$ cat config.mk
export PLATFORM = sky130hd
export DESIGN_NAME = ham_deco_pipe
export DESIGN_NICKNAME = d
export VERILOG_FILES = /design/src/rtl/ham_deco_pipe.sv
export SDC_FILE = /design/constraint.sdc
export NUM_CORES = 1
export LEC_CHECK = 0
export ABC_AREA = 1
export CELL_PAD_IN_SITES_DETAIL_PLACEMENT = 1
export CELL_PAD_IN_SITES_GLOBAL_PLACEMENT = 2
export CORE_MARGIN = 1.5
export CORE_UTILIZATION = 25
export CTS_BUF_LIST = sky130_fd_sc_hd__clkbuf_8
export DETAILED_ROUTE_END_ITERATION = 8
export PLACE_DENSITY = 0.84
export SETUP_SLACK_MARGIN = 0.2
export SLEW_MARGIN = 10
export SYNTH_ARGS = -nofsm -noshare
export SYNTH_HDL_FRONTEND = slang
export SYNTH_SLANG_ARGS = --single-unit
$ cat constraint.sdc
create_clock -name i_clk -period 2 [get_ports i_clk]
set_input_delay 0.5 -clock i_clk [delete_from_list [all_inputs] [get_ports i_clk]]
set_output_delay 0.5 -clock i_clk [all_outputs]
set_load 0.02 [all_outputs]
$ cat src/rtl/ham_deco_pipe.sv
// Two-stage pipelined Hamming(12,8) SEC decoder with valid/ready handshake on both sides.
// Define HAM_DECO_CNT_EN to build the saturating corrected/uncorrectable word counters.
module ham_deco_pipe #(
  parameter int unsigned CNT_W = 16
) (
  input  logic             i_clk,
  input  logic             i_rst,
  input  logic             i_valid,
  output logic             o_ready,
  input  logic [11:0]      i_code_in,
  output logic             o_valid,
  input  logic             i_ready,
  output logic [7:0]       o_data_out,
  output logic [3:0]       o_syndrome,
  output logic             o_err_corr,
  output logic             o_err_uncorr,
  input  logic             i_cnt_clr,
  output logic [CNT_W-1:0] o_corr_cnt,
  output logic [CNT_W-1:0] o_uncorr_cnt
);

  // Syndrome of a codeword; the value is the 1-based position of a single flipped bit.
  function automatic logic [3:0] calc_syndrome(input logic [11:0] c);
    logic [3:0] s;
    s[0] = c[0] ^ c[2] ^ c[4] ^ c[6] ^ c[8] ^ c[10];
    s[1] = c[1] ^ c[2] ^ c[5] ^ c[6] ^ c[9] ^ c[10];
    s[2] = c[3] ^ c[4] ^ c[5] ^ c[6] ^ c[11];
    s[3] = c[7] ^ c[8] ^ c[9] ^ c[10] ^ c[11];
    return s;
  endfunction

  function automatic logic [7:0] extract_data(input logic [11:0] c);
    return {c[11:8], c[6:4], c[2]};
  endfunction

  // Stage 1: registered codeword and its syndrome
  logic        s1_v_q, s1_v_d;
  logic [11:0] s1_code_q, s1_code_d;
  logic [3:0]  s1_syn_q, s1_syn_d;

  // Stage 2: corrected output word
  logic        s2_v_q, s2_v_d;
  logic [7:0]  data_q, data_d;
  logic [3:0]  syn_q, syn_d;
  logic        corr_q, corr_d;
  logic        uncorr_q, uncorr_d;

  logic        s1_load;
  logic        s2_load;
  logic        in_hs;
  logic        out_hs;

  logic [11:0] fixed_code;
  logic        syn_is_corr;
  logic        syn_is_uncorr;

  // Handshake and load conditions
  always_comb begin
    s2_load = !s2_v_q || i_ready;
    s1_load = !s1_v_q || s2_load;
    o_ready = s1_load && !i_rst;
    in_hs   = i_valid && o_ready;
    out_hs  = s2_v_q && i_ready;
  end

  // Correction of the stage-1 word
  always_comb begin
    syn_is_corr   = (s1_syn_q != 4'd0) && (s1_syn_q <= 4'd12);
    syn_is_uncorr = (s1_syn_q >= 4'd13);
    fixed_code    = s1_code_q;
    for (int k = 0; k < 12; k++) begin
      if (s1_syn_q == 4'(k + 1)) begin
        fixed_code[k] = ~s1_code_q[k];
      end
    end
  end

  // Next-state for both stages
  always_comb begin
    s1_v_d    = s1_v_q;
    s1_code_d = s1_code_q;
    s1_syn_d  = s1_syn_q;
    s2_v_d    = s2_v_q;
    data_d    = data_q;
    syn_d     = syn_q;
    corr_d    = corr_q;
    uncorr_d  = uncorr_q;

    if (s1_load) begin
      s1_v_d = i_valid;
      if (in_hs) begin
        s1_code_d = i_code_in;
        s1_syn_d  = calc_syndrome(i_code_in);
      end
    end

    // Output registers only change when a real word moves in; bubbles leave them untouched.
    if (s2_load) begin
      s2_v_d = s1_v_q;
      if (s1_v_q) begin
        data_d   = extract_data(syn_is_corr ? fixed_code : s1_code_q);
        syn_d    = s1_syn_q;
        corr_d   = syn_is_corr;
        uncorr_d = syn_is_uncorr;
      end
    end
  end

  always_ff @(posedge i_clk) begin
    if (i_rst) begin
      s1_v_q    <= 1'b0;
      s1_code_q <= 12'd0;
      s1_syn_q  <= 4'd0;
      s2_v_q    <= 1'b0;
      data_q    <= 8'd0;
      syn_q     <= 4'd0;
      corr_q    <= 1'b0;
      uncorr_q  <= 1'b0;
    end else begin
      s1_v_q    <= s1_v_d;
      s1_code_q <= s1_code_d;
      s1_syn_q  <= s1_syn_d;
      s2_v_q    <= s2_v_d;
      data_q    <= data_d;
      syn_q     <= syn_d;
      corr_q    <= corr_d;
      uncorr_q  <= uncorr_d;
    end
  end

  assign o_valid      = s2_v_q;
  assign o_data_out   = data_q;
  assign o_syndrome   = syn_q;
  assign o_err_corr   = corr_q;
  assign o_err_uncorr = uncorr_q;

`ifdef HAM_DECO_CNT_EN
  logic [CNT_W-1:0] corr_cnt_q, corr_cnt_d;
  logic [CNT_W-1:0] uncorr_cnt_q, uncorr_cnt_d;

  // Clear wins over a same-cycle increment; counts stick at all-ones.
  always_comb begin
    corr_cnt_d   = corr_cnt_q;
    uncorr_cnt_d = uncorr_cnt_q;
    if (i_cnt_clr) begin
      corr_cnt_d   = '0;
      uncorr_cnt_d = '0;
    end else if (out_hs) begin
      if (corr_q && (corr_cnt_q != {CNT_W{1'b1}})) begin
        corr_cnt_d = corr_cnt_q + CNT_W'(1);
      end
      if (uncorr_q && (uncorr_cnt_q != {CNT_W{1'b1}})) begin
        uncorr_cnt_d = uncorr_cnt_q + CNT_W'(1);
      end
    end
  end

  always_ff @(posedge i_clk) begin
    if (i_rst) begin
      corr_cnt_q   <= '0;
      uncorr_cnt_q <= '0;
    end else begin
      corr_cnt_q   <= corr_cnt_d;
      uncorr_cnt_q <= uncorr_cnt_d;
    end
  end

  assign o_corr_cnt   = corr_cnt_q;
  assign o_uncorr_cnt = uncorr_cnt_q;
`else
  logic unused_cnt_clr;
  logic unused_out_hs;

  assign unused_cnt_clr = i_cnt_clr;
  assign unused_out_hs  = out_hs;
  assign o_corr_cnt     = '0;
  assign o_uncorr_cnt   = '0;
`endif

endmodule

==> flow_summary.toml, run 1 <==
[outcome]
outcome = "finished, final reports clean"

[critical_path]
cpMaxStageDelayCell = "sky130_fd_sc_hd__clkdlybuf4s50_1"
r2r_end = "s1_code_q[6]$_SDFFE_PP0P_"
cp_top_family = "buffers and inverters"
max_stage_delay_ns = 0.61
setup.worst_path.start_class = "register"
r2r_start = "o_valid$_SDFFE_PP0P_"
reg2regPathDepth = 7
path_max_fanout = 2
worst-r2r-setup-slack_ns = 0.79
critical_path_cell_by_cell = "clkdlybuf4s50_1"
critPathKind = "register to primary output"
path_buf_inv = 1
worstSetupEndpointType = "primary output"
required_ns = 1.50
cp.arrival_ns = 1.21

[yosys]
avg_synthesized_cell_area_um2 = 6.57
share_of_synthesized_area_occupied_by_flip_flops_and_latches_pct = 31.5
synth_area_mm2 = 0.00178
yosys_warning_count = 0
synth-edff-count = 0
synth_commonest_cells = "sky130_fd_sc_hd__nand2_1 (71), sky130_fd_sc_hd__inv_1 (36), sky130_fd_sc_hd__buf_4 (34), sky130_fd_sc_hd__dfxtp_1 (28), sky130_fd_sc_hd__nand3_1 (24)"
synth.top_cells.by_area = "sky130_fd_sc_hd__dfxtp_1 (31%), sky130_fd_sc_hd__nand2_1 (15%), sky130_fd_sc_hd__buf_4 (14%)"
distinct_cell_type_count_after_synthesis = 23
synth_largest_type_area_fraction_pct = 31.5
ys_seq_elements = 28
most_area_hungry_cell_type_in_the_yosys_netlist = "sky130_fd_sc_hd__dfxtp_1"
postSynth.topFlopCell = "sky130_fd_sc_hd__dfxtp_1"
netlist_instances = 271
synth.most_common_cell = "sky130_fd_sc_hd__nand2_1"
synth_async_sr_flop_share_pct = 0

[power]
cellPowerDensity_mw_per_mm2 = 605
sequentialPowerShare_pct = 48.2
p_int_mw = 0.870
switchingPower_mw = 0.431
total_power_mw = 1.30
switching_share_pct = 33.1
vdd.ir_drop.worst_mv = 0.164
logic_pwr_share_pct = 28.8
total_leakage_power_nw = 1.10
power_frac_clock_pct = 23.1

[sta]
setup_viol_count_final = 0
pins_over_their_slew_limit = 0
minimum_period_implied_by_the_final_worst_setup_slack_ns = 1.71
fmax_mhz = 583
hold_viol_final = 0
setup-tns-final_ns = 0
unrepaired_setup_endpoints_after_global_routing = "false"
final.setup.worst_slack_ns = 0.285
clock_skew_ns = 0.00407
final_min_period_over_clock_period_pct = 85.7

[finish]
post-route-util_pct = 31.5
area.sequential_um2 = 561
num_antenna_cells = 0
filler_cell_count = 887
layout-drive-gt1-share_pct = 8.17
multiInputGateArea_um2 = 898
area_delta_synth_final_pct = 20.6
fin_nets = 325
instances_no_fill = 402

[routing]
route.detailed.drc = 0
route.detailed.vias_per_inst = 3.99
route.final.wire_length_mm = 4.20
post_drt_wl_per_cell_um = 10.5
dr_total_vias = 1604
first_iter_violations = 37
postRouteAntennaNets = 0
dr.pass1.iters = 4

[global_routing]
grt_pass1_vias = 1549
largest_net_degree_at_the_start_of_global_routing = 16
grt_busiest_layer = "met2"
antenna_found_initial = 0
global_route.overflow_total = 0
grt_first_pass_wirelength_mm = 7.04
gr-usage-met2_pct = 19.9
gr-usage-met1_pct = 15.1
grt.met3_usage_pct = 0.853
grt_usage_pct = 11.4

[cts]
cts_htree_levels = 1
clkLatencyLatePin_ns = 0.27
tritoncts = "done"
buffer_cell_driving_the_clock_tree_root = "sky130_fd_sc_hd__clkbuf_8"
cts-buffers-inserted = 3
cts.sinks = 28
clkTransAtPathRegs_ns = 0.09
post_cts_setup_inserts = 0
ctsLongestPathBuffers = 2

[hold_path]
hold_start = "o_err_corr$_SDFFE_PP0P_"
worstHoldPathType = "register to register"
worstHoldEndpoint = "o_err_corr$_SDFFE_PP0P_"
holdPathStages = 2

[die]
die_w_um = 87.4
fp-row-count = 30
initial_utilization_pct = 26.1
design.portCount = 65
core_region_area_mm2 = 0.00683
chipHeight_um = 87.4
dieArea_mm2 = 0.00764

[place]
place_worst_setup_slack_ns = -0.286
dpl.cell_count = 399
port_buffers = 31
place.gp.congestion = 0.760
detailedPlacementHpwl_mm = 3.42

[run]
max_cap_viol_count = 0
cell usage in the layout (no fill, tap or decap):
cell	n
sky130_fd_sc_hd__nand2_1	71
sky130_fd_sc_hd__inv_1	34
sky130_fd_sc_hd__conb_1	32
sky130_fd_sc_hd__dfxtp_1	28
sky130_fd_sc_hd__clkdlybuf4s50_1	27
sky130_fd_sc_hd__nand3_1	23
sky130_fd_sc_hd__a21oi_1	19
sky130_fd_sc_hd__o21ai_0	14
sky130_fd_sc_hd__nor2_1	14
sky130_fd_sc_hd__buf_4	8
sky130_fd_sc_hd__inv_2	6
sky130_fd_sc_hd__nand3_2	3
sky130_fd_sc_hd__o211ai_1	3
sky130_fd_sc_hd__xor2_1	3
sky130_fd_sc_hd__clkbuf_8	3
sky130_fd_sc_hd__dlymetal6s2s_1	3
sky130_fd_sc_hd__nor2_4	2
sky130_fd_sc_hd__nand4_1	2
sky130_fd_sc_hd__o21ai_1	2
sky130_fd_sc_hd__nand3b_1	2
sky130_fd_sc_hd__xnor2_1	2
sky130_fd_sc_hd__nor3_1	2
sky130_fd_sc_hd__nand2_2	1
sky130_fd_sc_hd__nor2_2	1
sky130_fd_sc_hd__buf_6	1
logic make-up after synthesis:
| logic type | count (synthesis) | synth area share, % |
|---|---|---|
| AOI/OAI and AO/OA | 38 | 11.1 |
| xor gates and xnor gates | 5 | 2.46 |
| buffers and inverters | 78 | 24.9 |
| DFF | 28 | 31.5 |
| other | 1 | 0.210 |
| and+or+nand+nor | 121 | 29.8 |
metal layers:
layer / wire (um) / vias up / part of all wire, %
met2: 1980 / 35 / 47
met1: 2050 / 717 / 49
li1: - / 850 / -
met5: 0 / - / 0
met4: 28 / 0 / 0.67
met3: 141 / 2 / 3.4
flip-flops by register name, summed over array words and instances (netlist names):
register      count
o_data_out        8
s1_code_q         8
o_syndrome        4
s1_syn_q          4
o_err_corr        1
o_err_uncorr      1
o_valid           1
s1_v_q            1
layout make-up:
class	count	share of cell area [%]
Tap cell	96	5.59
Multi-Input combinational cell	196	41.8
Inverter	40	6.98
Timing Repair Buffer	39	17.6
Clock buffer	3	1.92
Sequential cell	28	26.1
power by group through the flow:
| stage | registers, mW | logic (mW) | clock network [mW] |
|---|---|---|---|
| 5_1_grt | 0.633 | 0.419 | 0.345 |
| 3_3_place_gp | 0.639 | 0.368 | 0 |
| 4_1_cts | 0.628 | 0.378 | 0.324 |
| 2_1_floorplan | 0.661 | 0.270 | 0 |
| 6_report | 0.627 | 0.374 | 0.300 |
| 3_5_place_dp | 0.640 | 0.376 | 0 |
per-stage QoR:
stage | area [um^2] | hold WS [ns]
finish | 2150 | 0.472
global route | 2150 | 0.502
CTS | 2140 | 0.485
detailed placement | 2090 | 0.470
global placement | 2090 | 0.458
floorplan | 1900 | 0.448
worst register-to-register path: stages (launching register included):
cell and delay, ns:
sky130_fd_sc_hd__dfxtp_1 0.38, sky130_fd_sc_hd__nand3_2 0.10, sky130_fd_sc_hd__buf_4 0.14, sky130_fd_sc_hd__nand2_1 0.07, sky130_fd_sc_hd__buf_4 0.17, sky130_fd_sc_hd__nor2_2 0.05, sky130_fd_sc_hd__inv_1 0.12, sky130_fd_sc_hd__a21oi_1 0.08
how the worst max path moves through the flow:
| stage | from | to | slack [ns] | cells after the start |
|---|---|---|---|---|
| after global routing | o_data_out[1]$_SDFFE_PP0P_ | o_data_out[1] | 0.22 | 1 |
| after detailed placement | i_ready | o_ready | -0.29 | 6 |
| final | o_data_out[1]$_SDFFE_PP0P_ | o_data_out[1] | 0.29 | 1 |
| after CTS | i_ready | o_ready | 0.20 | 6 |
| after global placement | i_ready | o_ready | -0.26 | 6 |
| after floorplan | i_rst | o_ready | 0.54 | 4 |
repair_timing:
item | CTS | global route
endpoints found under the setup margin | 1 | 2
resized for setup | 8 | 4
pin swaps | 0 | 0
hold buffers | 0 | 0
No activity file was read; power rests on OpenSTA's default activity.
==> run 2: changes to the inputs <==
- CELL_PAD_IN_SITES_DETAIL_PLACEMENT: 1 -> 2
==> run 2 against run 1 <==
Net effect: cell count grew 0.25%; critical path type unchanged; critical endpoint is now o_err_corr; clock-buffer cell count is the same; first-iteration DRC count grew 19%; die area is the same; critical path depth is the same; global-route usage grew 2.0 points; largest power group unchanged.
==> flow_summary.toml, run 2 (synthesized netlist as in run 1, its figures left out) <==
[place]
detailedPlacementHpwl_mm = 3.93
port_buffers = 31
place.gp.congestion = 0.760
dpl.cell_count = 399
dpl_cell_area_mm2 = 0.00209

[hold_path]
worstHoldEndpoint = "o_err_corr$_SDFFE_PP0P_"
holdPathStages = 2
hold_start = "o_err_corr$_SDFFE_PP0P_"
worstHoldPathType = "register to register"

[cts]
post_cts_setup_inserts = 0
cts.sinks = 28
clkLatencyLatePin_ns = 0.29
cts_hold_buf = 0
tritoncts = "done"
clkTransAtPathRegs_ns = 0.11
cts_htree_levels = 1
cts-buffers-inserted = 3
ctsLongestPathBuffers = 2
buffer_cell_driving_the_clock_tree_root = "sky130_fd_sc_hd__clkbuf_8"

[die]
initial_utilization_pct = 26.1
fp-row-count = 30
design.portCount = 65
die_w_um = 87.4
chipHeight_um = 87.4
core_region_area_mm2 = 0.00683
dieArea_mm2 = 0.00764

[critical_path]
cpMaxStageDelayCell = "sky130_fd_sc_hd__clkdlybuf4s50_1"
path_max_fanout = 2
cp_top_family = "buffers and inverters"
cp.arrival_ns = 1.24
worstSetupEndpointType = "primary output"
worst-r2r-setup-slack_ns = 0.78
reg2regPathDepth = 6
r2r_start = "s1_syn_q[3]$_SDFFE_PP0P_"
critical_path_cell_by_cell = "clkdlybuf4s50_1"
path_buf_inv = 1
required_ns = 1.50
max_stage_delay_ns = 0.61
critPathKind = "register to primary output"
setup.worst_path.start_class = "register"
r2r_end = "o_data_out[6]$_SDFFE_PP0P_"

[finish]
mostFrequentLayoutCells = "sky130_fd_sc_hd__nand2_1 (71), sky130_fd_sc_hd__inv_1 (35), sky130_fd_sc_hd__conb_1 (32)"
instances_no_fill = 403
multiInputGateArea_um2 = 898
most_common_cell_after_layout_fill_and_taps_aside = "sky130_fd_sc_hd__nand2_1"
fin_nets = 325
area_delta_synth_final_pct = 22.1
num_antenna_cells = 0
finish.instance_area_mm2 = 0.00217
layout-drive-gt1-share_pct = 8.14
filler_cell_count = 871
area.sequential_um2 = 561

[global_routing]
global_route.overflow_total = 0
grt_first_pass_wirelength_mm = 8.27
antenna_found_initial = 0
largest_net_degree_at_the_start_of_global_routing = 17
grt_pass1_vias = 1752
grt_usage_pct = 13.4

[routing]
first_iter_violations = 44
route.final.wire_length_mm = 4.86
route.detailed.drc = 0
route.detailed.vias_per_inst = 4.21
dr.pass1.iters = 4
post_drt_wl_per_cell_um = 12.0
postRouteAntennaNets = 0
dr_total_vias = 1697

[power]
total_power_mw = 1.47
total_leakage_power_nw = 1.12
vdd.ir_drop.worst_mv = 0.216
cellPowerDensity_mw_per_mm2 = 676

[sta]
final_min_period_over_clock_period_pct = 87.2
minimum_period_implied_by_the_final_worst_setup_slack_ns = 1.74
pins_over_their_slew_limit = 0
unrepaired_setup_endpoints_after_global_routing = "false"
hold_viol_final = 0
fmax_mhz = 573
clock_skew_ns = 0.0114
setup_viol_count_final = 0

[run]
max_cap_viol_count = 0

[outcome]
outcome = "finished, final reports clean"
## run 2: changes by cell type in the layout (fill, tap and decap cells not counted)
cell,delta
sky130_fd_sc_hd__dlygate4sd2_1,+2
sky130_fd_sc_hd__bufinv_16,+1
sky130_fd_sc_hd__clkdlybuf4s50_1,-1
sky130_fd_sc_hd__dlymetal6s2s_1,-1
sky130_fd_sc_hd__inv_1,+1
sky130_fd_sc_hd__inv_2,-1
## run 2: layout make-up
type	instances	share of cell area (%)
timing repair buffer	39	17.2
clock inverter	1	1.38
inverter	40	6.90
tap	96	5.52
clock buffer	3	1.90
sequential	28	25.8
multi-input combinational	196	41.3
## run 2: metrics by stage
stage | hold WS (ns) | worst slack (ns) | setup TNS (ns) | util, %
global placement | 0.458 | -0.264 | -0.264 | 30.7
global route | 0.516 | 0.204 | 0 | 31.8
floorplan | 0.448 | 0.540 | 0 | -
detailed placement | 0.470 | -0.303 | -0.303 | 30.7
CTS | 0.487 | 0.200 | 0 | 31.8
finish | 0.484 | 0.255 | 0 | 31.8
## run 2: how the worst max path moves through the flow
stage	depth (start not counted)	start	slack, ns	to
2_1_floorplan	4	i_rst	0.54	o_ready
3_3_place_gp	6	i_ready	-0.26	o_ready
3_5_place_dp	6	i_ready	-0.30	o_ready
4_1_cts	1	o_valid$_SDFFE_PP0P_	0.20	o_valid
5_1_grt	1	o_data_out[0]$_SDFFE_PP0P_	0.20	o_data_out[0]
6_report	1	o_err_corr$_SDFFE_PP0P_	0.26	o_err_corr
## run 2: power breakdown
group | switching, mW | internal (mW)
registers | 0.0318 | 0.598
clock network | 0.192 | 0.268
logic | 0.242 | 0.137
total | 0.466 | 1.00
## run 2: metal layers
metal | share of wire [%] | up-vias | routed length, um | global-route usage (%)
li1 | - | 851 | - | -
met1 | 44 | 803 | 2120 | 16.4
met2 | 52 | 39 | 2540 | 25.5
met3 | 3.2 | 4 | 154 | 1.14
met4 | 0.74 | 0 | 36 | 2.60
met5 | 0 | - | 0 | 0
## run 2: repair_timing
action / in CTS / in global routing
resized for setup: 10 / 2
gates cloned: 0 / 0
endpoints found under the hold margin: 0 / 0
setup endpoints to repair: 1 / 2
==> run 3: changes to the inputs <==
- CORE_ASPECT_RATIO: default -> 1.75
==> run 3 against run 2 <==
Net effect: clock skew down 0.010 ns; hold slack worse by 0.011 ns; register-to-register slack worse by 0.13 ns; routed wire length down 1.5%; via count up 1.9%; clock-buffer cell count unchanged; total power down 10%; global-route usage up 0.23 points; critical endpoint is now o_err_uncorr; largest cell class unchanged.
==> flow_summary.toml, run 3 (synthesized netlist as in run 1, its figures left out) <==
[outcome]
outcome = "finished, final reports clean"

[cts]
cts-buffers-inserted = 3
clkTransAtPathRegs_ns = 0.09
buffer_cell_driving_the_clock_tree_root = "sky130_fd_sc_hd__clkbuf_8"
cts_htree_levels = 1
ctsLongestPathBuffers = 2
tritoncts = "done"
clkLatencyLatePin_ns = 0.28
cts.sinks = 28

[die]
dieArea_mm2 = 0.00766
chipHeight_um = 115
core_region_area_mm2 = 0.00686
fp-row-count = 40
initial_utilization_pct = 26.0
design.portCount = 65
die_w_um = 66.8

[finish]
most_common_cell_after_layout_fill_and_taps_aside = "sky130_fd_sc_hd__nand2_1"
area_delta_synth_final_pct = 19.1
mostFrequentLayoutCells = "sky130_fd_sc_hd__nand2_1 (70), sky130_fd_sc_hd__inv_1 (34), sky130_fd_sc_hd__conb_1 (32)"
num_antenna_cells = 0
fin_nets = 324
filler_cell_count = 854
post-route-util_pct = 30.9
layout-drive-gt1-share_pct = 8.20
instances_no_fill = 389

[critical_path]
cpMaxStageDelayCell = "sky130_fd_sc_hd__clkdlybuf4s50_1"
critical_path_depth = 1
max_stage_delay_ns = 0.61
path_max_fanout = 2
required_ns = 1.50
worstSetupEndpointType = "primary output"
path_buf_inv = 1
critPathKind = "register to primary output"
reg2regPathDepth = 8
cp_top_family = "buffers and inverters"
setup.worst_path.start_class = "register"
cp.arrival_ns = 1.24
critical_path_cell_by_cell = "clkdlybuf4s50_1"

[sta]
unrepaired_setup_endpoints_after_global_routing = "false"
fmax_mhz = 575
minimum_period_implied_by_the_final_worst_setup_slack_ns = 1.74
setup_viol_count_final = 0
hold_slack_ns = 0.473
clock_skew_ns = 0.00135
pins_over_their_slew_limit = 0
final_min_period_over_clock_period_pct = 87.0
final.setup.worst_slack_ns = 0.261
hold_viol_final = 0

[place]
detailedPlacementHpwl_mm = 3.99
place_worst_setup_slack_ns = -0.343
dpl.cell_count = 385
port_buffers = 31
place.gp.congestion = 0.764

[power]
vdd.ir_drop.worst_mv = 0.219
total_power_mw = 1.32
cellPowerDensity_mw_per_mm2 = 623
total_leakage_power_nw = 1.08

[routing]
post_drt_wl_per_cell_um = 12.3
dr.pass1.iters = 4
first_iter_violations = 30
dr_total_vias = 1730
route.final.wire_length_mm = 4.78
route.detailed.drc = 0
postRouteAntennaNets = 0
route.detailed.vias_per_inst = 4.45

[global_routing]
antenna_found_initial = 0
grt_pass1_vias = 1790
grt_usage_pct = 13.7
grt_first_pass_wirelength_mm = 7.98
largest_net_degree_at_the_start_of_global_routing = 23
global_route.overflow_total = 0

[hold_path]
worstHoldPathType = "register to register"
holdPathStages = 2

[run]
max_cap_viol_count = 0
-- run 3: path summary, 6_finish.rpt --
kind	from	end	slack, ns
setup / recovery	o_err_uncorr$_SDFFE_PP0P_	o_err_uncorr	0.26
hold / removal	o_err_corr$_SDFFE_PP0P_	o_err_corr$_SDFFE_PP0P_	0.47
setup reg to reg	o_valid$_SDFFE_PP0P_	s1_code_q[2]$_SDFFE_PP0P_	0.65
hold reg to reg	o_err_corr$_SDFFE_PP0P_	o_err_corr$_SDFFE_PP0P_	0.47
-- run 3: power by group --
| part | switching, mW | total (mW) | internal, mW |
|---|---|---|---|
| clock | 0.181 | 0.317 | 0.136 |
| combinational | 0.245 | 0.379 | 0.134 |
| sequential | 0.0291 | 0.627 | 0.598 |
| total | 0.455 | 1.32 | 0.868 |
-- run 3: per-layer routing --
metal,GRT usage [%],vias up,routed length [um]
li1,-,848,-
met3,0.590,7,164
met5,0,-,0
met4,7.21,0,131
met2,28.2,51,2760
met1,12.5,824,1720
-- run 3: layout make-up --
type | count | area [um^2] | share of cell area (%)
multi-input cells | 196 | 901 | 42.5
flip-flops and latches | 28 | 561 | 26.4
repair buffers | 38 | 364 | 17.2
inverters | 40 | 150 | 7.08
well taps | 84 | 105 | 4.95
clock buffers | 3 | 41.3 | 1.95
-- run 3: tightest hold or removal path: cells and delay by family, from the launching register on --
| kind | cells | cell delay [ns] |
|---|---|---|
| flip-flops | 1 | 0.32 |
| AND/OR/NAND/NOR | 1 | 0.06 |
| AO/OA/AOI/OAI | 1 | 0.05 |
-- run 3: timing repair --
item                                    4_1_cts  5_1_grt
hold buffers                                  0        0
resized for setup                            12        1
pin swaps                                     1        0
buffers inserted                              1        0
endpoints found under the setup margin        1        1
-- run 3: through the flow --
step | instance area [um^2] | TNS [ns]
after CTS | 2120 | 0
after global placement | 2060 | -0.266
after global routing | 2120 | 0
final | 2120 | 0
after floorplan | 1900 | 0
after detailed placement | 2060 | -0.343
